--- config.mk ---
export PLATFORM = sky130hd
export DESIGN_NAME = imm_decode_stage_flat
export DESIGN_NICKNAME = d
export VERILOG_FILES = /design/src/rtl/imm_decode_if.sv /design/src/rtl/imm_decode_stage.sv /design/src/flat_wrapper.sv
export SDC_FILE = /design/constraint.sdc
export NUM_CORES = 1
export LEC_CHECK = 0
export ABC_AREA = 0
export CORE_MARGIN = 2
export CORE_UTILIZATION = 43
export DETAILED_ROUTE_END_ITERATION = 10
export PLACE_DENSITY = 0.9
export REMOVE_ABC_BUFFERS = 1
export SLEW_MARGIN = 15
export SYNTH_ARGS = -nofsm -noshare
export SYNTH_HDL_FRONTEND = slang
export SYNTH_SLANG_ARGS = --single-unit
--- constraint.sdc ---
create_clock -name clk -period 2 [get_ports clk]
set_clock_uncertainty 0.05 [all_clocks]
set_input_delay 0.6 -clock clk [delete_from_list [all_inputs] [get_ports clk]]
set_output_delay 0.6 -clock clk [all_outputs]
set_load 0.03 [all_outputs]
--- src/rtl/imm_decode_if.sv ---
// imm_decode_if
//   Bundles the fetch-side and execute-side handshake/data signals of the
//   immediate decode stage.
//   master : producer/consumer environment (drives instr, pc_in, in_valid,
//            flush, out_ready; observes everything else)
//   slave  : the decode stage itself
interface imm_decode_if;
  logic [31:0] instr;
  logic [31:0] pc_in;
  logic        in_valid;
  logic        in_ready;
  logic        flush;
  logic        out_ready;
  logic        out_valid;
  logic [31:0] imm;
  logic [2:0]  fmt;
  logic [6:0]  opcode;
  logic [4:0]  rd;
  logic [4:0]  rs1;
  logic [4:0]  rs2;
  logic [2:0]  funct3;
  logic [31:0] pc_out;
  logic        illegal;

  modport master (
    output instr, pc_in, in_valid, flush, out_ready,
    input  in_ready, out_valid, imm, fmt, opcode, rd, rs1, rs2, funct3,
           pc_out, illegal
  );

  modport slave (
    input  instr, pc_in, in_valid, flush, out_ready,
    output in_ready, out_valid, imm, fmt, opcode, rd, rs1, rs2, funct3,
           pc_out, illegal
  );
endinterface

--- src/rtl/imm_decode_stage.sv ---
// imm_decode_stage
//   Registered RV32I decode stage: classifies the instruction format from the
//   opcode, rebuilds and sign-extends the immediate, and holds the result in
//   a one-deep output register with valid/ready handshakes on both sides.
// Ports
//   clk   : clock, rising-edge
//   rst_n : asynchronous active-low reset
//   bus   : imm_decode_if.slave
//           in : instr, pc_in, in_valid, flush, out_ready
//           out: in_ready, out_valid, imm, fmt, opcode, rd, rs1, rs2,
//                funct3, pc_out, illegal
module imm_decode_stage (
  input logic       clk,
  input logic       rst_n,
  imm_decode_if.slave bus
);

  localparam logic [2:0] FMT_R   = 3'd0;
  localparam logic [2:0] FMT_I   = 3'd1;
  localparam logic [2:0] FMT_S   = 3'd2;
  localparam logic [2:0] FMT_B   = 3'd3;
  localparam logic [2:0] FMT_U   = 3'd4;
  localparam logic [2:0] FMT_J   = 3'd5;
  localparam logic [2:0] FMT_ILL = 3'd7;

  logic [31:0] instr;
  logic [2:0]  fmt_d;
  logic [31:0] imm_d;
  logic        in_ready;
  logic        load;

  logic        out_valid_q;
  logic [31:0] imm_q;
  logic [2:0]  fmt_q;
  logic [6:0]  opcode_q;
  logic [4:0]  rd_q;
  logic [4:0]  rs1_q;
  logic [4:0]  rs2_q;
  logic [2:0]  funct3_q;
  logic [31:0] pc_q;
  logic        illegal_q;

  assign instr = bus.instr;

  always_comb begin
    fmt_d = FMT_ILL;
    case (instr[6:0])
      7'b0000011, 7'b0010011, 7'b1100111: fmt_d = FMT_I;
      7'b0100011:                         fmt_d = FMT_S;
      7'b1100011:                         fmt_d = FMT_B;
      7'b0110111, 7'b0010111:             fmt_d = FMT_U;
      7'b1101111:                         fmt_d = FMT_J;
      7'b0110011:                         fmt_d = FMT_R;
      default:                            fmt_d = FMT_ILL;
    endcase
  end

  always_comb begin
    imm_d = 32'd0;
    case (fmt_d)
      FMT_I: imm_d = {{20{instr[31]}}, instr[31:20]};
      FMT_S: imm_d = {{20{instr[31]}}, instr[31:25], instr[11:7]};
      FMT_B: imm_d = {{19{instr[31]}}, instr[31], instr[7], instr[30:25],
                      instr[11:8], 1'b0};
      FMT_U: imm_d = {instr[31:12], 12'd0};
      FMT_J: imm_d = {{11{instr[31]}}, instr[31], instr[19:12], instr[20],
                      instr[30:21], 1'b0};
      default: imm_d = 32'd0;
    endcase
  end

  // Flush blocks acceptance so a redirected beat can never slip in.
  assign in_ready = !bus.flush && (!out_valid_q || bus.out_ready);
  assign load     = bus.in_valid && in_ready;

  always_ff @(posedge clk or negedge rst_n) begin
    if (!rst_n) begin
      out_valid_q <= 1'b0;
      imm_q       <= 32'd0;
      fmt_q       <= 3'd0;
      opcode_q    <= 7'd0;
      rd_q        <= 5'd0;
      rs1_q       <= 5'd0;
      rs2_q       <= 5'd0;
      funct3_q    <= 3'd0;
      pc_q        <= 32'd0;
      illegal_q   <= 1'b0;
    end else if (bus.flush) begin
      // data registers intentionally keep stale contents
      out_valid_q <= 1'b0;
    end else if (load) begin
      out_valid_q <= 1'b1;
      imm_q       <= imm_d;
      fmt_q       <= fmt_d;
      opcode_q    <= instr[6:0];
      rd_q        <= instr[11:7];
      rs1_q       <= instr[19:15];
      rs2_q       <= instr[24:20];
      funct3_q    <= instr[14:12];
      pc_q        <= bus.pc_in;
      illegal_q   <= (fmt_d == FMT_ILL);
    end else if (bus.out_ready) begin
      out_valid_q <= 1'b0;
    end
  end

  assign bus.in_ready  = in_ready;
  assign bus.out_valid = out_valid_q;
  assign bus.imm       = imm_q;
  assign bus.fmt       = fmt_q;
  assign bus.opcode    = opcode_q;
  assign bus.rd        = rd_q;
  assign bus.rs1       = rs1_q;
  assign bus.rs2       = rs2_q;
  assign bus.funct3    = funct3_q;
  assign bus.pc_out    = pc_q;
  assign bus.illegal   = illegal_q;

endmodule

--- src/flat_wrapper.sv ---
// flat-port wrapper written by rule: the top's interface ports become plain ports
module imm_decode_stage_flat 
  (clk, rst_n, bus_instr, bus_pc_in, bus_in_valid, bus_flush, bus_out_ready, bus_in_ready, bus_out_valid, bus_imm, bus_fmt, bus_opcode, bus_rd, bus_rs1, bus_rs2, bus_funct3, bus_pc_out, bus_illegal);
  imm_decode_if bus_i ();
  input logic clk;
  input logic rst_n;
  input wire logic [$bits(bus_i.instr)-1:0] bus_instr;
  input wire logic [$bits(bus_i.pc_in)-1:0] bus_pc_in;
  input wire logic [$bits(bus_i.in_valid)-1:0] bus_in_valid;
  input wire logic [$bits(bus_i.flush)-1:0] bus_flush;
  input wire logic [$bits(bus_i.out_ready)-1:0] bus_out_ready;
  output wire logic [$bits(bus_i.in_ready)-1:0] bus_in_ready;
  output wire logic [$bits(bus_i.out_valid)-1:0] bus_out_valid;
  output wire logic [$bits(bus_i.imm)-1:0] bus_imm;
  output wire logic [$bits(bus_i.fmt)-1:0] bus_fmt;
  output wire logic [$bits(bus_i.opcode)-1:0] bus_opcode;
  output wire logic [$bits(bus_i.rd)-1:0] bus_rd;
  output wire logic [$bits(bus_i.rs1)-1:0] bus_rs1;
  output wire logic [$bits(bus_i.rs2)-1:0] bus_rs2;
  output wire logic [$bits(bus_i.funct3)-1:0] bus_funct3;
  output wire logic [$bits(bus_i.pc_out)-1:0] bus_pc_out;
  output wire logic [$bits(bus_i.illegal)-1:0] bus_illegal;
  assign bus_i.instr = bus_instr;
  assign bus_i.pc_in = bus_pc_in;
  assign bus_i.in_valid = bus_in_valid;
  assign bus_i.flush = bus_flush;
  assign bus_i.out_ready = bus_out_ready;
  assign bus_in_ready = bus_i.in_ready;
  assign bus_out_valid = bus_i.out_valid;
  assign bus_imm = bus_i.imm;
  assign bus_fmt = bus_i.fmt;
  assign bus_opcode = bus_i.opcode;
  assign bus_rd = bus_i.rd;
  assign bus_rs1 = bus_i.rs1;
  assign bus_rs2 = bus_i.rs2;
  assign bus_funct3 = bus_i.funct3;
  assign bus_pc_out = bus_i.pc_out;
  assign bus_illegal = bus_i.illegal;
  imm_decode_stage u_core (.clk(clk), .rst_n(rst_n), .bus(bus_i));
endmodule
==> results <==
Yosys cell counts (all sizes together):
cell type	n
or4	1
and4b	1
and2	2
nor3b	3
nor4b	1
a22o	6
nor2	20
a221oi	1
o2111a	1
nand2	201
inv	2
o21a	3
buf	9
a31oi	2
nand4	1
a21oi	2
o221ai	1
o2bb2a	8
nand3	3
nand2b	2
and3	4
and3b	2
dfrtp	94
mux2i	1
a211oi	11
o21ai	18
nor2b	1
nand4b	1
a21o	1
clkbuf	16
a22oi	5
o31ai	2
critical path: cells and delay by family:
| kind | cells | cell delay, ns |
|---|---|---|
| buf+inv | 2 | 0.47 |
| compound gates | 3 | 0.51 |
| simple gates | 1 | 0.57 |
final timing paths:
check	from	endpoint	slack (ns)	depth (start not counted)
setup / recovery	bus_instr[5]	u_core.bus.imm[30]	0.04	6
hold / removal	rst_n	u_core.bus.pc_out[20]	0.06	1
setup reg to reg	u_core.bus.out_valid	u_core.bus.fmt[1]	0.36	5
hold reg to reg	u_core.bus.opcode[3]	u_core.bus.opcode[3]	0.42	2
max in group asynchronous	rst_n	u_core.bus.funct3[2]	1.24	2
min in group clk	u_core.bus.opcode[3]	u_core.bus.opcode[3]	0.42	2
per-stage QoR:
step / instances / total power [mW]
6_report: 736 / 4.88
4_1_cts: 736 / 4.93
2_1_floorplan: 401 / 2.96
5_1_grt: 736 / 5.12
3_3_place_gp: 720 / 3.72
3_5_place_dp: 720 / 3.76
state kept, by name, indices dropped and copies added, names as in the netlist:
signal and count:
u_core.bus.imm 32, u_core.bus.pc_out 32, u_core.bus.opcode 7, u_core.bus.rd 5, u_core.bus.rs1 5, u_core.bus.rs2 5
u_core.bus.fmt 3, u_core.bus.funct3 3, u_core.bus.illegal 1, u_core.bus.out_valid 1
power by group:
part           internal [mW]  switching [mW]  leakage [nW]
Sequential              2.11           0.110          1.20
Combinational          0.501           0.848          1.88
Clock                  0.692           0.620         0.106
logic make-up after synthesis:
| kind of cell | count (synthesis) |
|---|---|
| muxes | 1 |
| and+or+nand+nor | 243 |
| DFF | 94 |
| buffers and inverters | 27 |
| AOI/OAI and AO/OA | 61 |
final cells by class:
cell class,count,area [sq um]
timing repair buffer,209,1920
clock buffer,10,128
fill,737,2940
sequential,94,2350
clock inverter,5,75.1
multi-input combinational,305,1550
inverter,2,7.51
tap,111,139
metal layers:
layer  wire [microns]  vias up
li1                 -     1784
met1             4930     1765
met2             5660      126
met3              702       17
met4              128        0
met5                0        -
repair_timing:
action	CTS	global route
gates resized for setup	110	3
pin swaps	2	0
buffers inserted	1	0
endpoints found under the setup margin	127	3
==> results.yml <==
worst_hold_path:
  hold_class: "input pin to async pin"
critical_path:
  cp.required_ns: 2.20
  critPathArrivalTime_ns: 2.16
  worstSetupStartpointType: "input pin"
  crit_chain: "dlygate4sd2_1, or4_4, a21oi_4, o31ai_4, buf_12, a211oi_1"
  crit_type: "input pin to register"
  cpMaxStageDelayCell: "or4_4"
  cp_slowest_stage_delay_ns: 0.57
  endpoint_kind: "register"
  path_max_fanout: 11
sta:
  finalSetupTns_ns: 0
  fin_ws_ns: 0.0411
  fin_crit_sh_pct: 97.9
  maxSlewViolCount: 0
  worst_pin_slew_ns: 0.368
  rsz0062_at_grt: "no"
  relSlewSlack_pct: 75.6
  period_minus_slack_ns: 1.96
  fmax_mhz: 510
  hold_viol: 0
  setup_viol: 0
  hold_ws_ns: 0.0641
detailed_routing:
  vias: 3692
  routed_via_density: 5.02
  drc: 0
  routed_wl_microns: 11400
  dr.first_iter.drc_count: 127
  firstDrtPassIters: 4
  ant_nets: 0
  wl_per_cell_microns: 15.5
logic_synthesis:
  netlist_instances: 426
  ys_types: 40
  synth_top_family_by_area: "simple AND/OR/NAND/NOR gates"
  synth-simple-area-share_pct: 24.8
  yosysTopAreaCell: "dfrtp_1"
  synth_compound_area_share_pct: 12.9
  synthXorXnorAreaFrac_pct: 0
  yosys_register_bits: 94
  avgSynthCellArea_sq_um: 9.33
  post-synth-top-area-fraction_pct: 59.2
  ys_seq_area_share_pct: 59.2
  yosys_warnings: 0
  syn_area_sq_um: 3970
  muxShareOfSynthArea_pct: 0.252
  synthAdderAreaFrac_pct: 0
  synth_area_leaders: "dfrtp_1 59%, nand2_1 19%, a211oi_2 3.1%"
global_routing:
  grt_pass1_vias: 3799
  met3_usage_pct: 4.53
  gr-usage-met2_pct: 39.2
  grt_busiest_layer: "met2"
  grt_start_max_net_pins: 57
  globalRoute.totalOverflow: 0
  use_met1_pct: 29.2
  antenna_found_initial: 0
  grt_pass1_wl_microns: 18300
  track_usage_pct: 22.9
layout:
  finalInstanceArea_sq_um: 6160
  final_layout_size_suffix_gt1_share_pct: 13.3
  final_util_pct: 67.7
  final_common_cell: "nand2_1"
  area_delta_synth_final_pct: 55.1
  mostFrequentLayoutCells: "201 x nand2_1, 101 x dlygate4sd2_1, 94 x dfrtp_1"
  nNetsFinal: 690
  antennaDiodeCount: 0
clock_tree:
  cts_buffer_depth: 2
  hold_buffers: 0
  clk_latency_ns: 0.34
  clkTransAtPathRegs_ns: 0.09
  clock-sinks: 94
  cts_tree: "built"
  root_buffer: "clkbuf_8"
  htreeDepth: 3
  cts_buffers: 9
floorplanning:
  placementRows: 35
  initial_core_util_pct: 43.6
  dieWidth_microns: 100
  fp.dieH_microns: 100
  core_region_area_sq_um: 9110
  ios: 164
  die-area_sq_um: 10000
pwr:
  p_leak_nw: 3.18
  powerDensity_nw_per_um2: 792
  peakVddDrop_v: 0.000377
placement:
  place.gp.congestion: 0.883
  hpwl_microns: 8410
  placedInstanceArea_sq_um: 6030
  io_buffers: 163
  dp_slack_ns: -0.920
run:
  max_cap_violations: 0
outcome:
  run_status: "completed"
No activity file was read; power rests on OpenSTA's default activity.
